$ cat config.mk
export PLATFORM = sky130hd
export DESIGN_NAME = mem2_load_align_fwd
export DESIGN_NICKNAME = d
export VERILOG_FILES = /design/src/rtl/mem2_load_align_fwd.sv
export SDC_FILE = /design/constraint.sdc
export NUM_CORES = 1
export LEC_CHECK = 0
export BUFFER_PORTS_ARGS = -buffer_cell sky130_fd_sc_hd__buf_2
export CORE_ASPECT_RATIO = 1.2
export CORE_MARGIN = 2
export CORE_UTILIZATION = 45
export CTS_CLUSTER_SIZE = 8
export DETAILED_ROUTE_END_ITERATION = 16
export HOLD_SLACK_MARGIN = 0.1
export MAX_ROUTING_LAYER = met4
export SETUP_SLACK_MARGIN = 0.5
export SLEW_MARGIN = 0
export SYNTH_ARGS = -nofsm -noshare
export SYNTH_HDL_FRONTEND = slang
export SYNTH_SLANG_ARGS = --single-unit
export TNS_END_PERCENT = 50
$ cat constraint.sdc
create_clock -name clk -period 5.9 [get_ports clk]
set_input_delay 1.475 -clock clk [delete_from_list [all_inputs] [get_ports clk]]
set_output_delay 1.475 -clock clk [all_outputs]
set_load 0.05 [all_outputs]
$ cat src/rtl/mem2_load_align_fwd.sv
// MEM2 load-data aligner: merges younger buffered stores over the D-cache word,
// then extracts/extends per load type into a 1-deep registered output stage.
module mem2_load_align_fwd #(
    parameter  int SB_DEPTH = 4,
    localparam int CNT_W    = $clog2(SB_DEPTH + 1)
) (
    input  logic             clk,
    input  logic             resetn,
    input  logic             flush,
    input  logic             in_valid,
    output logic             in_ready,
    input  logic [2:0]       in_ldtype,
    input  logic [31:0]      in_addr,
    input  logic [31:0]      in_cache_rdata,
    input  logic [31:0]      in_rt,
    output logic             out_valid,
    input  logic             out_ready,
    output logic [31:0]      out_data,
    output logic             out_fwd_hit,
    output logic             out_bad_type,
    input  logic             sb_push_valid,
    output logic             sb_push_ready,
    input  logic [31:0]      sb_push_addr,
    input  logic [31:0]      sb_push_data,
    input  logic [3:0]       sb_push_strb,
    input  logic             sb_pop,
    output logic [CNT_W-1:0] sb_count,
    output logic             sb_empty
);
    localparam int PTR_W = $clog2(SB_DEPTH);

    localparam logic [2:0] LD_LB  = 3'd0;
    localparam logic [2:0] LD_LBU = 3'd1;
    localparam logic [2:0] LD_LH  = 3'd2;
    localparam logic [2:0] LD_LHU = 3'd3;
    localparam logic [2:0] LD_LW  = 3'd4;
    localparam logic [2:0] LD_LWL = 3'd5;
    localparam logic [2:0] LD_LWR = 3'd6;

    logic [29:0]      sb_addr_q [SB_DEPTH];
    logic [31:0]      sb_data_q [SB_DEPTH];
    logic [3:0]       sb_strb_q [SB_DEPTH];
    logic [PTR_W-1:0] wr_ptr_q, rd_ptr_q;
    logic [CNT_W-1:0] sb_count_q;

    logic             out_valid_q, out_fwd_hit_q, out_bad_type_q;
    logic [31:0]      out_data_q;

    logic             push_fire, pop_fire, accept;
    logic [PTR_W-1:0] slot;
    logic [31:0]      merged;
    logic [3:0]       fwd_lane;
    logic [31:0]      shifted, data_d;
    logic [7:0]       sel_byte;
    logic [15:0]      sel_half;
    logic             bad_d;
    logic             unused_addr_bits;

    assign unused_addr_bits = ^sb_push_addr[1:0];

    assign sb_push_ready = (sb_count_q != CNT_W'(SB_DEPTH));
    assign sb_empty      = (sb_count_q == '0);
    assign sb_count      = sb_count_q;
    assign push_fire     = sb_push_valid & sb_push_ready;
    assign pop_fire      = sb_pop & ~sb_empty;

    assign in_ready      = ~out_valid_q | out_ready;
    assign accept        = in_valid & in_ready;

    // Walk oldest to youngest so later matches overwrite earlier ones per lane.
    always_comb begin
        merged   = in_cache_rdata;
        fwd_lane = '0;
        slot     = rd_ptr_q;
        for (int i = 0; i < SB_DEPTH; i++) begin
            slot = rd_ptr_q + PTR_W'(i);
            if ((CNT_W'(i) < sb_count_q) && (sb_addr_q[slot] == in_addr[31:2])) begin
                for (int b = 0; b < 4; b++) begin
                    if (sb_strb_q[slot][b]) begin
                        merged[8*b +: 8] = sb_data_q[slot][8*b +: 8];
                        fwd_lane[b]      = 1'b1;
                    end
                end
            end
        end
    end

    always_comb begin
        shifted  = merged >> {in_addr[1:0], 3'b000};
        sel_byte = shifted[7:0];
        sel_half = in_addr[1] ? merged[31:16] : merged[15:0];
        data_d   = '0;
        bad_d    = 1'b0;
        case (in_ldtype)
            LD_LB:  data_d = {{24{sel_byte[7]}}, sel_byte};
            LD_LBU: data_d = {24'h0, sel_byte};
            LD_LH:  data_d = {{16{sel_half[15]}}, sel_half};
            LD_LHU: data_d = {16'h0, sel_half};
            LD_LW:  data_d = merged;
            LD_LWL: begin
                case (in_addr[1:0])
                    2'd0:    data_d = {merged[7:0],  in_rt[23:0]};
                    2'd1:    data_d = {merged[15:0], in_rt[15:0]};
                    2'd2:    data_d = {merged[23:0], in_rt[7:0]};
                    default: data_d = merged;
                endcase
            end
            LD_LWR: begin
                case (in_addr[1:0])
                    2'd0:    data_d = merged;
                    2'd1:    data_d = {in_rt[31:24], merged[31:8]};
                    2'd2:    data_d = {in_rt[31:16], merged[31:16]};
                    default: data_d = {in_rt[31:8],  merged[31:24]};
                endcase
            end
            default: bad_d = 1'b1;
        endcase
    end

    always_ff @(posedge clk or negedge resetn) begin
        if (!resetn) begin
            wr_ptr_q   <= '0;
            rd_ptr_q   <= '0;
            sb_count_q <= '0;
            for (int i = 0; i < SB_DEPTH; i++) begin
                sb_addr_q[i] <= '0;
                sb_data_q[i] <= '0;
                sb_strb_q[i] <= '0;
            end
        end else begin
            if (push_fire) begin
                sb_addr_q[wr_ptr_q] <= sb_push_addr[31:2];
                sb_data_q[wr_ptr_q] <= sb_push_data;
                sb_strb_q[wr_ptr_q] <= sb_push_strb;
                wr_ptr_q            <= wr_ptr_q + PTR_W'(1);
            end
            if (pop_fire) begin
                rd_ptr_q <= rd_ptr_q + PTR_W'(1);
            end
            sb_count_q <= sb_count_q + CNT_W'(push_fire) - CNT_W'(pop_fire);
        end
    end

    // Flush only kills the valid bit; the payload is don't-care while invalid.
    always_ff @(posedge clk or negedge resetn) begin
        if (!resetn) begin
            out_valid_q    <= 1'b0;
            out_data_q     <= '0;
            out_fwd_hit_q  <= 1'b0;
            out_bad_type_q <= 1'b0;
        end else if (flush) begin
            out_valid_q <= 1'b0;
        end else if (accept) begin
            out_valid_q    <= 1'b1;
            out_data_q     <= data_d;
            out_fwd_hit_q  <= |fwd_lane;
            out_bad_type_q <= bad_d;
        end else if (out_ready) begin
            out_valid_q <= 1'b0;
        end
    end

    assign out_valid    = out_valid_q;
    assign out_data     = out_data_q;
    assign out_fwd_hit  = out_fwd_hit_q;
    assign out_bad_type = out_bad_type_q;

endmodule
After elaboration in Yosys (flattened, before gate mapping). Index checks and enable logic that the tools add are counted.

Equality and inequality tests: 13. Muxes and demuxes: 93. Bitwise operators: 12. $lt $le $gt $ge: 10. Reductions and logical operators: 12. Add/sub/neg operators: 6. Shift operators: 1.

Operators with widths (count): $mux W32 (13); $mux W30 (9); $bmux W32 S2 (4); $bmux W30 S2 (4); $pmux W32 S7 (1); $pmux W32 S3 (2); $bwmux W128 (1); $mux W8 (16); $bwmux W120 (1); $eq A30 B30 Y1 (4); $demux W32 S2 (1); $demux W30 S2 (1); $mux W4 (13); $bmux W4 S2 (4); $shr A32 B5 Y8 (1); $mux W1 (20); $bwmux W16 (1); $mux W16 (1); $ge A3 B3 Y1 const B (5); $not A2 Y3 (5); $eq A3 B3 Y1 const B (3); $demux W4 S2 (1); $reduce_or A7 Y1 (1); $eq A3 B2 Y1 const B (2); 20 further kinds (33).

Input bits: 174. Bits in registers: 306. Output and inout port bits: 41. Word-level logic and storage cells: 166.

Longest topological paths before layout. Gate-level depths: netlist of run 1.

Depth after elaboration: 15. Depth in mapped cells: 21. Gate-level depth less buffers: 14.

Worst setup path before layout of run 1. No wires, ideal clock.

Path type: input port to flip-flop. From: input in_addr[10]. To: register out_data_q[17] (netlist: out_data[17]). Library setup time: 0.126 ns. Required time: 5.774 ns. Setup slack: 0.921 ns. Buffers on the path: 2. Stages on the path: 13. Arrival time: 4.853 ns. Path through: clkbuf_1 o22ai_1 or4_1 a222oi_1 nand2_2 nor3b_4 mux2_4 a211oi_1 nor4_2 a21oi_4 buf_6 a31oi_1 a221o_1.

Longest elaborated chain between the ends: 11. Elaborated cells between the ends (all ways): 29. Classes of those cells: eq/ne (4); shift (1); mux (20); reduce/logical (4).

RTL lines: start, declared (line 13) `input logic [31:0] in_addr,`; $eq A30 B30 Y1 (line 77) `if ((CNT_W'(i) < sb_count_q) && (sb_addr_q[slot] == in_addr[31:2])) begin`; $logic_and A1 B1 Y1 (line 77); $mux W32 (line 77); $mux W8 (line 79) `if (sb_strb_q[slot][b]) begin`; $mux W32 (line 77); $mux W8 (line 79); $mux W32 (line 77); $mux W8 (line 79); $mux W32 * (line 77); $shr A32 B5 Y8 (tied with other cells) (line 89) `shifted = merged >> {in_addr[1:0], 3'b000};`; $pmux W32 S7 * (line 94) `case (in_ldtype)`; end signal, assigned (line 155) `out_data_q <= data_d;`; end, declared (line 47) `logic [31:0] out_data_q;`.

Every way passes the cells marked *; elsewhere a longest branch is shown, timed or not. A chain may end at the register's enable or synchronous reset.

Worst setup path after layout of run 1.
From: register rd_ptr_q[1]. To: register out_data_q[4] (netlist: out_data[4]).

Longest elaborated chain between the ends: 15. Elaborated cells between the ends (all ways): 76. Classes of those cells: add/sub (3); eq/ne (4); shift (1); mux (60); bitwise (4); reduce/logical (4).

RTL lines: start, declared (line 43) `logic [PTR_W-1:0] wr_ptr_q, rd_ptr_q;`; start signal, assigned (line 138) `rd_ptr_q <= rd_ptr_q + PTR_W'(1);`; parallel branches: the longest is 12 deep, another holds $add A2 B1 Y2; $mux W32 * (line 77); $shr A32 B5 Y8 (tied with other cells) (line 89); $pmux W32 S7 * (line 94).

Mark *: on every way between the ends. The select of a mux whose other input is x is not followed.

==> flow_metrics.env, run 1 <==
export IMPL_outcome="completed"
export IMPL_clkSinkCount=306
export IMPL_cp_slowest_cell="mux2i_1"
export IMPL_netlist_area_leader_share_pct=33.11
export IMPL_grt_pass1_wl_mm=130.8
export IMPL_cts_root_buf="clkbuf_16"
export IMPL_crit_path_end_kind="register"
export IMPL_ys_types=92
export IMPL_power_density_nw_per_um2=563.3
export IMPL_numCtsBuffers=44
export IMPL_yosys_area_top_type="dfrtp_1"
export IMPL_cap_viol_max_count=0
export IMPL_wl_mm=88.63
export IMPL_grt_met3_usage_pct=5.045
export IMPL_p_leak_nw=11.27
export IMPL_core_um2=51120
export IMPL_yosysMostFrequentCell="mux2_2"
export IMPL_areaGrowthSynthToFinish_pct=14.71
export IMPL_htree_levels=2
export IMPL_num_io_pins=215
export IMPL_power_mw=14.94
export IMPL_clockBufferDepth=3
export IMPL_tightest_slew_ns=1.047
export IMPL_synth_seq_cells=306
export IMPL_slew_headroom_pct=29.96
export IMPL_max_stage_delay_ns=0.66
export IMPL_crit_top_cell="buf_4"
export IMPL_routabilityCongestion=1.029
export IMPL_fmax_mhz=189.6
export IMPL_synth_ff_type="dfrtp_1"
export IMPL_netlist_top_cells_count="mux2_2, dfrtp_1, mux2i_1"
export IMPL_crit_path_start_kind="register"
export IMPL_cp_required_ns=6.31
export IMPL_routed_via_density=6.414
export IMPL_setup_violations=0
export IMPL_synth_area_um2=23130
export IMPL_finalHoldViolCount=0
export IMPL_netlist_top_cells_area="dfrtp_1, mux2_2, mux2i_1"
export IMPL_peakVddDrop_uv=336.0
export IMPL_die_area_um2=53230
export IMPL_dp_hpwl_mm=67.12
export IMPL_clock_latency_ns=0.58
export IMPL_crit_arrival_ns=5.69
export IMPL_ys_warn_count=0
export IMPL_grt_usage_pct=33.97
export IMPL_fin_crit_sh_pct=89.42
export IMPL_setup_tns_ns=0
export IMPL_grtUsageMet2_pct=59.21
export IMPL_period_needed_ns=5.276
export IMPL_synth_edff_count=0
export IMPL_netlist_instances=2301
export IMPL_slew_violations=0
export IMPL_synth_async_reset_ratio_pct=100.0
export IMPL_drive_above_1_share_pct=32.68
export IMPL_clk_pin_slew_worst_paths_ns=0.05
export IMPL_cts_setup_buffers=0
export IMPL_cp_max_fo=30
export IMPL_ctsHoldBuffers=0
export IMPL_cp_cell_sequence="buf_12 > mux2i_1 > o22a_1 > a21oi_1 > a2111oi_0 > buf_4 > nand4_1 > buf_4 > nor3_4 > buf_4 > mux2i_1 > a21oi_1 > nand3b_1 > a222oi_1 > buf_4 > o221ai_1"
export IMPL_antenna_found_initial=7
export IMPL_num_rows=91
export IMPL_vias=20380
export IMPL_synth_avg_cell_area_um2=10.05
export IMPL_first_pass_iters=5
export IMPL_seq_area_frac_synth_pct=33.11
export IMPL_grt_setup_unrepaired="true"
export IMPL_wire_per_inst_um=27.89
export IMPL_hold_class="register to register"
export IMPL_worstSetupPathType="register to register"
export IMPL_ant_nets=0
export IMPL_grt_max_degree=110
export IMPL_drtIter0Drc=1684
export IMPL_tritoncts="yes"
export IMPL_fin_nets=2693
export IMPL_die_h_um=252.3
export IMPL_numPortBuffers=212
export IMPL_die_w_um=210.9
export IMPL_grt_pass1_vias=20600
export IMPL_drc=0
export IMPL_grt_ovfl_total=0
export IMPL_start_util_pct=45.24
export IMPL_gr_max_usage_layer="met2"
export IMPL_finClkSkew_ns=0.01897
export IMPL_syn_num_nets=2484
export IMPL_grt_util_met1_pct=36.59
==> cell type report <==
cell class / count / area (µm²)
fillers: 4719 / 24590
multi-input cells: 1780 / 14550
flip-flops and latches: 306 / 7665
repair buffers: 346 / 2156
clock buffers: 53 / 1187
well taps: 651 / 814.5
inverters: 32 / 121.4
diodes: 9 / 22.52
clock inverters: 1 / 16.27
==> where the power goes <==
group          total (mW)  switching (mW)  internal [mW]
combinational        8.58            4.76           3.82
sequential           4.02           0.909           3.11
clock                2.34           0.954           1.39
total                14.9            6.63           8.32
==> registers in the layout (all words and copies together), names as in the netlist, 2 cells and up <==
signal and flops:
out_data 32, rd_ptr_q 2, sb_addr_q 120, sb_strb_q 16, sb_data_q 128, sb_count 3, wr_ptr_q 2
==> path summary, 6_finish.rpt <==
path | start | cells past startpoint | slack, ns | end
max | rd_ptr_q[1]$_DFFE_PN0P_ | 16 | 0.62 | out_data[4]$_DFFE_PN0P_
min | out_fwd_hit$_DFFE_PN0P_ | 1 | 0.47 | out_fwd_hit$_DFFE_PN0P_
max reg2reg | rd_ptr_q[1]$_DFFE_PN0P_ | 16 | 0.62 | out_data[4]$_DFFE_PN0P_
min reg2reg | out_fwd_hit$_DFFE_PN0P_ | 1 | 0.47 | out_fwd_hit$_DFFE_PN0P_
max in group asynchronous | resetn | 2 | 3.70 | sb_data_q[101]$_DFFE_PN0P_
min in group asynchronous | resetn | 1 | 0.99 | out_data[10]$_DFFE_PN0P_
==> worst max-delay path: cells and delay by family, from the launching register on <==
kind | cells | cell delay (ns)
buffers and inverters | 5 | 1.27
AOI/OAI and AO/OA | 6 | 1.42
muxes | 2 | 0.86
DFF | 1 | 0.60
and+or+nand+nor | 3 | 0.90
==> timing repair <==
item	CTS	global route
resized for setup	1	9
cloned	0	0
endpoints found under the setup margin	2	15
==> cells in the final DEF (no fill, tap or decap), types with 37 or more instances in the layout <==
master	count
a21oi_1	99
a31oi_1	39
buf_4	127
dfrtp_1	304
buf_2	211
clkbuf_16	46
nor2_1	111
o21ai_0	93
nand2_1	148
xnor2_1	81
mux4_2	41
mux2i_1	218
mux2_2	337
a211oi_1	37
==> layer usage <==
layer,vias up,routed length [µm]
met1,10210,32660
li1,9143,-
met3,273,4617
met2,755,45080
met4,0,6262
met5,-,0
==> per-stage QoR <==
step	util, %	instance area (µm²)	worst slack (ns)	instances	hold WS, ns
finish	51.89	26530	0.6244	3178	0.4699
global route	51.88	26520	0.4867	3175	0.5135
CTS	51.80	26480	0.5405	3169	0.4718
detailed placement	49.44	25280	0.2207	3115	0.4611
global placement	49.44	25280	0.2116	3115	0.4629
floorplan	-	23130	0.9206	2301	0.4884
==> logic make-up after synthesis <==
family | count (synthesis) | synth area share (%)
muxes | 603 | 30.20
and+or+nand+nor | 526 | 11.74
buffers and inverters | 215 | 4.247
xor gates and xnor gates | 100 | 3.787
adders and majority gates | 9 | 0.5194
DFF | 306 | 33.11
AOI/OAI and AO/OA | 542 | 16.40
Note: power is estimated with default switching activity, not from simulation.
==> inputs of run 2 (changes only) <==
Settings changed: BUFFER_PORTS_ARGS -buffer_cell sky130_fd_sc_hd__buf_2 to not set, DONT_BUFFER_PORTS set to 1.
==> run 2 against run 1 <==
Hold slack improved by 0.051 ns. Fmax increased by 1.1%. Final area decreased by 4.3%. Sequential share of layout area up 1.3 points. Critical path depth shrank 2. Routed wire length down 2.5%. Critical path type unchanged. Largest power group unchanged.
==> flow_metrics.env, run 2 (synthesis gave the netlist of run 1 again) <==
export IMPL_outcome="completed"
export IMPL_final_cells=2943
export IMPL_fin_nets=2461
export IMPL_ant_nets=0
export IMPL_core_um2=51120
export IMPL_die_h_um=252.3
export IMPL_grt_ovfl_total=0
export IMPL_clock_latency_ns=0.59
export IMPL_start_util_pct=45.24
export IMPL_routed_via_density=6.594
export IMPL_grt_pass1_wl_mm=127.1
export IMPL_crit_path_end_kind="register"
export IMPL_clkSinkCount=306
export IMPL_power_density_nw_per_um2=583.3
export IMPL_drtIter0Drc=1526
export IMPL_finalHoldViolCount=0
export IMPL_cts_root_buf="clkbuf_16"
export IMPL_grt_pass1_vias=19510
export IMPL_clk_pin_slew_worst_paths_ns=0.05
export IMPL_numPortBuffers=0
export IMPL_period_needed_ns=5.216
export IMPL_nFillCells=4735
export IMPL_antenna_found_initial=4
export IMPL_numCtsBuffers=45
export IMPL_routabilityCongestion=1.010
export IMPL_slew_headroom_pct=28.32
export IMPL_worstSetupPathType="register to register"
export IMPL_num_rows=91
export IMPL_tritoncts="yes"
export IMPL_wire_per_inst_um=29.35
export IMPL_slew_violations=0
export IMPL_setup_violations=0
export IMPL_cp_slowest_cell="mux4_2"
export IMPL_crit_path_start_kind="register"
export IMPL_peakVddDrop_uv=313.9
export IMPL_finClkSkew_ns=0.02983
export IMPL_grt_usage_pct=33.18
export IMPL_hold_class="register to register"
export IMPL_dp_cells=2876
export IMPL_fmax_mhz=191.7
export IMPL_clockBufferDepth=3
export IMPL_wl_mm=86.37
export IMPL_drive_above_1_share_pct=25.98
export IMPL_setup_tns_ns=0
export IMPL_largest_reg_flops=128
export IMPL_crit_arrival_ns=5.70
export IMPL_die_w_um=210.9
export IMPL_mostFrequentLayoutCells="mux2_2, dfrtp_1, mux2i_1"
export IMPL_largest_register="sb_data_q"
export IMPL_cp_required_ns=6.38
export IMPL_die_area_um2=53230
export IMPL_num_io_pins=215
export IMPL_first_pass_iters=5
export IMPL_final_common_cell="mux2_2"
export IMPL_grt_max_degree=307
export IMPL_crit_top_cell="buf_4"
export IMPL_max_stage_delay_ns=0.59
export IMPL_vias=19410
export IMPL_areaGrowthSynthToFinish_pct=9.798
export IMPL_htree_levels=2
export IMPL_grt_setup_unrepaired="false"
export IMPL_drc=0
export IMPL_fin_crit_sh_pct=88.41
export IMPL_cap_viol_max_count=0
export IMPL_tightest_slew_ns=1.075
export IMPL_dp_hpwl_mm=64.62
export IMPL_cp_cell_sequence="buf_12 > buf_4 > mux2i_1 > xnor2_1 > or4b_1 > a222oi_1 > and4_1 > o2111ai_1 > buf_4 > and2_1 > a31oi_1 > nand2_1 > mux4_2 > o221ai_1"
export IMPL_p_leak_nw=10.34
export IMPL_cp_max_fo=13
-- run 2: cell types whose count changed in the layout (fill, tap and decap cells not counted), sizes merged --
| cell | delta |
|---|---|
| clkbuf | -1 |
| buf | -233 |
| diode | -3 |
| bufinv | +1 |
| inv | +3 |
| clkinv | -2 |
-- run 2: final cells by class --
cell class | count | area [µm²] | share of cell area, %
Multi-Input combinational cell | 1780 | 14550 | 57.32
Inverter | 32 | 122.6 | 0.4829
Tap cell | 651 | 814.5 | 3.208
Clock buffer | 52 | 1192 | 4.696
Sequential cell | 306 | 7665 | 30.19
Timing Repair Buffer | 113 | 980.9 | 3.863
Clock inverter | 3 | 47.55 | 0.1872
Antenna cell | 6 | 15.01 | 0.05913
-- run 2: report_power, final --
part | internal, mW | switching [mW]
Sequential | 3.11 | 1.04
Clock | 1.44 | 0.949
Combinational | 3.77 | 4.51
Total | 8.32 | 6.49
-- run 2: path summary, 6_finish.rpt --
| check | start | cells past startpoint | slack, ns | endpoint |
|---|---|---|---|---|
| max | rd_ptr_q[1]$_DFFE_PN0P_ | 14 | 0.68 | out_data[6]$_DFFE_PN0P_ |
| min | sb_data_q[66]$_DFFE_PN0P_ | 1 | 0.52 | sb_data_q[66]$_DFFE_PN0P_ |
| max reg2reg | rd_ptr_q[1]$_DFFE_PN0P_ | 14 | 0.68 | out_data[6]$_DFFE_PN0P_ |
| min reg2reg | sb_data_q[66]$_DFFE_PN0P_ | 1 | 0.52 | sb_data_q[66]$_DFFE_PN0P_ |
| max in group asynchronous | resetn | 0 | 4.43 | sb_addr_q[118]$_DFFE_PN0P_ |
| min in group asynchronous | resetn | 0 | 0.60 | out_data[24]$_DFFE_PN0P_ |
-- run 2: what timing repair did --
item / in CTS / in global routing
endpoints found under the setup margin: 14 / 20
hold buffers: 0 / 0
setup buffers: 1 / 5
gates resized for setup: 1 / 5
-- run 2: critical path, delay by kind of cell (launching register included) --
kind | cells | cell delay [ns]
AND/OR/NAND/NOR | 4 | 1.56
AO/OA/AOI/OAI | 4 | 1.37
multiplexers | 2 | 0.89
buffers and inverters | 3 | 0.64
flip-flops | 1 | 0.44
XOR/XNOR | 1 | 0.18
-- run 2: per-layer routing --
metal	up-vias	routed length [µm]	GRT usage [%]
met4	0	5772	19.36
met3	240	5555	6.648
met5	-	0	-
met1	9786	31160	35.13
li1	8665	-	-
met2	716	43880	57.49
-- run 2: metrics by stage --
step                instance area, µm²  power (mW)  hold slack [ns]  setup WS [ns]  utilization, %
floorplan                        23130       9.941           0.4884         0.9206               -
global placement                 24030       12.08           0.5012         0.4491           47.00
detailed placement               24030       12.28           0.5116         0.3917           47.00
CTS                              25300       14.76           0.5222         0.5446           49.48
global route                     25390       15.61           0.5360         0.5058           49.66
finish                           25390       14.81           0.5210         0.6840           49.67
